**src/rtl/pattern_write_arbiter.sv**
```systemverilog
// Purpose : arbitrates host bulk loads and single-field core writes onto one pattern buffer write port.
// Latency : every accepted write appears on the write port 1 cycle after acceptance.
// Backpres: the core is never stalled; the host is held off (host_ready=0) in any cycle the core requests.
//
// Ports:
//   clk, reset                      clock and synchronous active-high reset
//   host_start/host_buf             begin a bulk load of buffer host_buf (ignored while loading)
//   host_valid/host_data/host_ready host field stream, one field per transfer
//   core_req/core_buf/core_field/core_data/core_ack   single-field core write, always acked
//   core_err                        pulse: the core write one cycle earlier had an out-of-range field
//   load_busy/load_done             bulk load in progress / last field of a load written
//   bufp_out/fieldwp_out/field_out/field_write_out    registered pattern buffer write port
module pattern_write_arbiter #(
    parameter int BUFFER_SIZE  = 22,
    parameter int BUFFER_WIDTH = 6,
    parameter int NO_BUFS      = 8
) (
    input  logic                    clk,
    input  logic                    reset,
    input  logic                    host_start,
    input  logic [2:0]              host_buf,
    input  logic                    host_valid,
    input  logic [BUFFER_WIDTH-1:0] host_data,
    output logic                    host_ready,
    input  logic                    core_req,
    input  logic [2:0]              core_buf,
    input  logic [4:0]              core_field,
    input  logic [BUFFER_WIDTH-1:0] core_data,
    output logic                    core_ack,
    output logic                    core_err,
    output logic                    load_busy,
    output logic                    load_done,
    output logic [2:0]              bufp_out,
    output logic [4:0]              fieldwp_out,
    output logic [BUFFER_WIDTH-1:0] field_out,
    output logic                    field_write_out
);

    // Buffer indices are carried on fixed 3-bit buses.
    if (NO_BUFS < 1 || NO_BUFS > 8) begin : g_bad_no_bufs
        $error("NO_BUFS must fit a 3-bit buffer index");
    end

    localparam logic [4:0] LAST_FIELD = 5'(BUFFER_SIZE - 1);

    typedef enum logic {
        IDLE = 1'b0,
        LOAD = 1'b1
    } state_t;

    state_t      state;
    logic [4:0]  fcnt;
    logic [2:0]  lbuf;
    logic        host_xfer;
    logic        core_wr;

    // Reset is folded in so the host never sees a ready while a reset is pending.
    assign host_ready = (state == LOAD) && !core_req && !reset;
    assign core_ack   = core_req;
    assign host_xfer  = host_valid && host_ready;
    // Out-of-range core writes are acked but dropped.
    assign core_wr    = core_req && (core_field <= LAST_FIELD);

    always_ff @(posedge clk) begin
        if (reset) begin
            state           <= IDLE;
            fcnt            <= 5'd0;
            lbuf            <= 3'd0;
            load_busy       <= 1'b0;
            load_done       <= 1'b0;
            core_err        <= 1'b0;
            field_write_out <= 1'b0;
            bufp_out        <= 3'd0;
            fieldwp_out     <= 5'd0;
            field_out       <= '0;
        end else begin
            field_write_out <= 1'b0;
            load_done       <= 1'b0;
            core_err        <= core_req && (core_field > LAST_FIELD);

            // Write port: core wins; host_xfer is already excluded whenever core_req is high.
            if (core_wr) begin
                field_write_out <= 1'b1;
                bufp_out        <= core_buf;
                fieldwp_out     <= core_field;
                field_out       <= core_data;
            end else if (host_xfer) begin
                field_write_out <= 1'b1;
                bufp_out        <= lbuf;
                fieldwp_out     <= fcnt;
                field_out       <= host_data;
            end

            case (state)
                IDLE: begin
                    if (host_start) begin
                        lbuf      <= host_buf;
                        fcnt      <= 5'd0;
                        state     <= LOAD;
                        load_busy <= 1'b1;
                    end
                end
                LOAD: begin
                    // host_start is deliberately ignored here.
                    if (host_xfer) begin
                        if (fcnt == LAST_FIELD) begin
                            fcnt      <= 5'd0;
                            state     <= IDLE;
                            load_busy <= 1'b0;
                            load_done <= 1'b1;
                        end else begin
                            fcnt <= fcnt + 5'd1;
                        end
                    end
                end
                default: begin
                    state     <= IDLE;
                    load_busy <= 1'b0;
                end
            endcase
        end
    end

endmodule

```
**config.mk**
```make
export PLATFORM = sky130hd
export DESIGN_NAME = pattern_write_arbiter
export DESIGN_NICKNAME = d
export VERILOG_FILES = /design/src/rtl/pattern_write_arbiter.sv
export SDC_FILE = /design/constraint.sdc
export NUM_CORES = 1
export LEC_CHECK = 0
export CORE_MARGIN = 2
export CORE_UTILIZATION = 54
export CTS_CLUSTER_SIZE = 30
export DETAILED_ROUTE_END_ITERATION = 10
export DONT_BUFFER_PORTS = 1
export PLACE_DENSITY_LB_ADDON = 0.15
export SETUP_SLACK_MARGIN = 0.1
export SLEW_MARGIN = 20
export SYNTH_ARGS = -nofsm -noshare
export SYNTH_HDL_FRONTEND = slang
export SYNTH_SLANG_ARGS = --single-unit
```
**constraint.sdc**
```tcl
create_clock -name clk -period 1.4 [get_ports clk]
set_clock_uncertainty 0.2 [all_clocks]
set_input_delay 0.14 -clock clk [delete_from_list [all_inputs] [get_ports clk]]
set_output_delay 0.14 -clock clk [all_outputs]
set_load 0.05 [all_outputs]
```
# After elaboration in Yosys (flattened, before gate mapping)

Cells that the tools add are included.

Add/subtract/negate cells: 1
Order comparisons: 2
Equal/unequal tests: 4
Mux-type cells: 21
Bitwise logic cells: 2
Reductions and logical operators: 12

Operator list:

| kind                                           | number |
|---|---|
| 2-to-1 mux 5 bit                               | 5 |
| 2-to-1 mux 6 bit                               | 2 |
| one-hot mux 5 bit (2 select lines)             | 1 |
| 2-to-1 mux 1 bit                               | 9 |
| 2-to-1 mux 3 bit                               | 2 |
| adder 5 x 1 -> 5 bit (second input constant)   | 1 |
| == test 5 bit (second input constant)          | 1 |
| > comparator 5 bit (second input constant)     | 1 |
| <= comparator 5 bit (second input constant)    | 1 |
| logical AND 1 bit                              | 5 |
| != test 2 x 1 -> 1 bit (second input constant) | 2 |
| one-hot mux 1 bit (2 select lines)             | 2 |
| AND reduction 2 bit                            | 2 |
| AND reduction 3 bit                            | 1 |
| OR reduction 3 bit                             | 1 |
| logical NOT 1 bit                              | 2 |
| != test 2 bit (second input constant)          | 1 |
| NOT 1 bit                                      | 2 |
| nonzero test 2 bit                             | 1 |

Register bits: 27

# Depth between registers and ports, before layout

Depth after elaboration: 6
Depth in mapped cells: 5

# Worst setup path before layout

Ideal clock, no wire load.

Kind: register to output
Start: register state
End: output port host_ready
Arrival time: 1638 ps
Setup slack: -578 ps
Cell stages (with the launch flop): 3
Buffers on the path: 1
Path through: dfxtp_1 > buf_2 > nor3b_1

Longest elaborated chain between the ends: 2

RTL lines:

| what                           | RTL line | RTL |
|---|---|---|
| start, declared                | 51       | `state_t state;` |
| start signal, assigned         | 66       | `state <= IDLE;` |
| start signal, assigned         | 99       | `state <= LOAD;` |
| start signal, assigned         | 108      | `state <= IDLE;` |
| logical AND 1 bit (2 in a row) | 58       | `assign host_ready = (state == LOAD) && !core_req && !reset;` |
| end, declared                  | 24       | `output logic host_ready,` |

No other way between the ends.

# Worst setup path in the final report

Start: register state
End: register field_out[5]

Longest elaborated chain between the ends: 4

RTL lines:

| what                                | RTL line | RTL |
|---|---|---|
| logical AND 1 bit (2 in a row)      | 58       |  |
| logical AND 1 bit                   | 60       | `assign host_xfer = host_valid && host_ready;` |
| nonzero test 2 bit (no source line) | -        |  |
| end signal, assigned                | 86       | `field_out <= core_data;` |
| end signal, assigned                | 91       | `field_out <= host_data;` |
| end, declared                       | 35       | `output logic [BUFFER_WIDTH-1:0] field_out,` |

No other way between the ends.
A chain may end at the register's enable or synchronous reset.

==> impl_metrics.yaml <==
setup_path:
  required_ps: 1470
  startpoint_type: "flop"
  path_delay_family: "flip-flops"
  slowest_delay_ps: 370
  end_kind: "flop"
  worst_path_max_delay_cell: "dfxtp_2"
  path_class: "reg -> reg"
  cp_data_arrival_time_ps: 1580
  crit_buf_inv: 2
  critical_path.cell_chain: "buf_4 -> and4bb_4 -> clkbuf_16 -> nand2_2 -> a31oi_1"
  crit_path_max_fanout: 9
yosys:
  postSynthAreaPerCell_sq_um: 8.65
  ys.flop_type: "dfxtp_1"
  async_reset_ff_frac: 0
  ys_seq_area_frac: 0.431
  synth_fp_nets: 175
  synthesis.area_sq_mm: 0.00125
  synthCells: 145
  ys_warn_count: 0
  synth-seq-cells: 27
  synth_edf_count: 0
  synth_cell_types: 32
floorplanning:
  die_width_um: 52.2
  die_height_um: 52.2
  dieArea_sq_mm: 0.00272
  fp-row-count: 17
  core_region_area_sq_mm: 0.00221
  io_pins: 48
  initial_core_util: 0.567
placed_design:
  io_buffers: 0
  dp_slack_ps: 20.3
  gp_congestion: 0.869
  hpwl_um: 2140
drt:
  antenna_left: 0
  wl_per_cell_um: 19.4
  top_layer_used: "met4"
  drc_errors: 0
  wl_met2_um: 2170
  vias_per_cell: 6.26
  route.vias.total: 1390
  finalWirelength_um: 4310
  drtIter0Drc: 68
  firstDrtPassIters: 4
  wl_met1_um: 1690
  wl_met3_um: 345
sta:
  finalCritPeriodShare: 1.08
  hold_viol_final: 11
  setup_ws_ps: -117
  tightestPinTransition_ps: 267
  setup_viol: 12
  max-slew-margin-rel: 0.821
  report.final.slew_viol_count: 0
  whs_ps: -364
  period_needed_ps: 1520
  fmax_mhz: 659
  rsz0062_at_grt: "true"
cts:
  ctsHoldBuffers: 24
  cts_inserted_buffers: 3
  cts_tree: "done"
  cts-root-buf: "clkbuf_4"
  clk_pin_slew_ps: 160
  clk_path_buf_depth: 2
  h-tree-depth: 1
  clock_sinks: 27
  clk-insertion-delay-late_ps: 350
layout:
  syn_to_final_growth_pct: 53.2
  mostFrequentLayoutCells: "buf_4, nand2_1, dfxtp_1, dlygate4sd3_1, a31oi_1"
  drive_gt1_frac: 0.356
  nets: 225
  diodes: 0
  final_common_cell: "buf_4"
  fillCellCount: 107
hold_path:
  hp-class: "in -> reg"
grt:
  track_usage: 0.299
  overflow: 0
  first_global_vias: 1319
  grt_pass1_wl_um: 5930
  grt_max_degree: 19
  antenna_found_initial: 0
power_and_ir_drop:
  irDropWorstVdd_mv: 0.728
  power.density_mw_per_mm2: 859
  total_leakage_power_nw: 0.767
run_status:
  violations: "negative hold slack, negative setup slack"
  status: "complete, but fails checks"
flow_run:
  maxCapViolations: 0
==> cell type report <==
cell class / count / area (sq um) / share of cell area
inverter: 3 / 11.3 / 0.00586
clock buffer: 3 / 22.5 / 0.0117
clock inverter: 1 / 5.00 / 0.00261
timing repair buffer: 58 / 554 / 0.289
sequential: 27 / 553 / 0.288
multi-input combinational: 102 / 739 / 0.385
tap: 28 / 35.0 / 0.0182
==> cells by family after synthesis <==
kind of cell,after synthesis,synth area share
adder cells (fa/ha/maj),2,0.0200
AND/OR/NAND/NOR,59,0.244
flip-flops,27,0.431
multiplexers,3,0.0240
AO/OA/AOI/OAI,38,0.211
buffers and inverters,16,0.0708
==> path summary, 6_finish.rpt <==
path                   from             end  slack [ps]  cells after the start
hold / removal        reset  fieldwp_out[4]        -360                      1
hold reg to reg   load_busy       load_busy         270                      2
setup / recovery      state    field_out[5]        -120                      5
setup reg to reg      state    field_out[5]        -120                      5
==> repair_timing <==
| item | in CTS | in global routing |
|---|---|---|
| pin swaps | 5 | 4 |
| buffers inserted | 4 | 0 |
| endpoints found under the setup margin | 28 | 27 |
| cloned | 0 | 2 |
| resized for setup | 16 | 17 |
| endpoints found under the hold margin | 27 | 11 |
==> cell usage after synthesis (2+ instances only) <==
| cell | number | area (sq um) |
|---|---|---|
| buf_2 | 5 | 25.0 |
| inv_1 | 3 | 11.3 |
| nor2_1 | 5 | 18.8 |
| dfxtp_1 | 27 | 541 |
| o31ai_1 | 11 | 82.6 |
| nand2b_1 | 2 | 12.5 |
| a21oi_1 | 3 | 15.0 |
| mux2i_1 | 3 | 30.0 |
| buf_6 | 2 | 22.5 |
| nand3_1 | 7 | 35.0 |
| nand3b_1 | 2 | 15.0 |
| buf_4 | 2 | 15.0 |
| o21ai_0 | 2 | 10.0 |
| o21a_1 | 2 | 15.0 |
| and3_1 | 2 | 12.5 |
| clkbuf_1 | 4 | 15.0 |
| nand4b_1 | 5 | 43.8 |
| nand2_1 | 29 | 109 |
| a31oi_1 | 15 | 93.8 |
| ha_1 | 2 | 25.0 |
==> flip-flops by register name, summed over array words and instances (netlist names) <==
register and count:
fieldwp_out 5, lbuf 3, core_err 1, field_out 6
load_done 1, load_busy 1, field_write_out 1, fcnt 5
bufp_out 3, state 1
==> metrics by stage <==
stage	setup TNS, ps	utilization	total power [W]	std cells	area [sq um]
floorplan	0	-	0.00112	145	1280
global placement	0	0.666	0.00119	188	1470
detailed placement	0	0.666	0.00120	188	1470
CTS	-27.6	0.823	0.00160	220	1820
global route	-1200	0.868	0.00170	222	1920
finish	-641	0.868	0.00165	222	1920
==> routing by layer <==
metal | GRT usage | vias up
li1 | - | 621
met1 | 0.348 | 668
met2 | 0.517 | 87
met3 | 0.0486 | 14
met4 | 0.171 | 0
met5 | 0 | -
==> report_power, final <==
group	internal [W]	total [W]	switching, W
Clock	0.000108	0.000355	0.000248
Sequential	0.000812	0.000850	0.0000377
Combinational	0.000183	0.000445	0.000262
Total	0.00110	0.00165	0.000547
No activity file was read; power rests on OpenSTA's default activity.
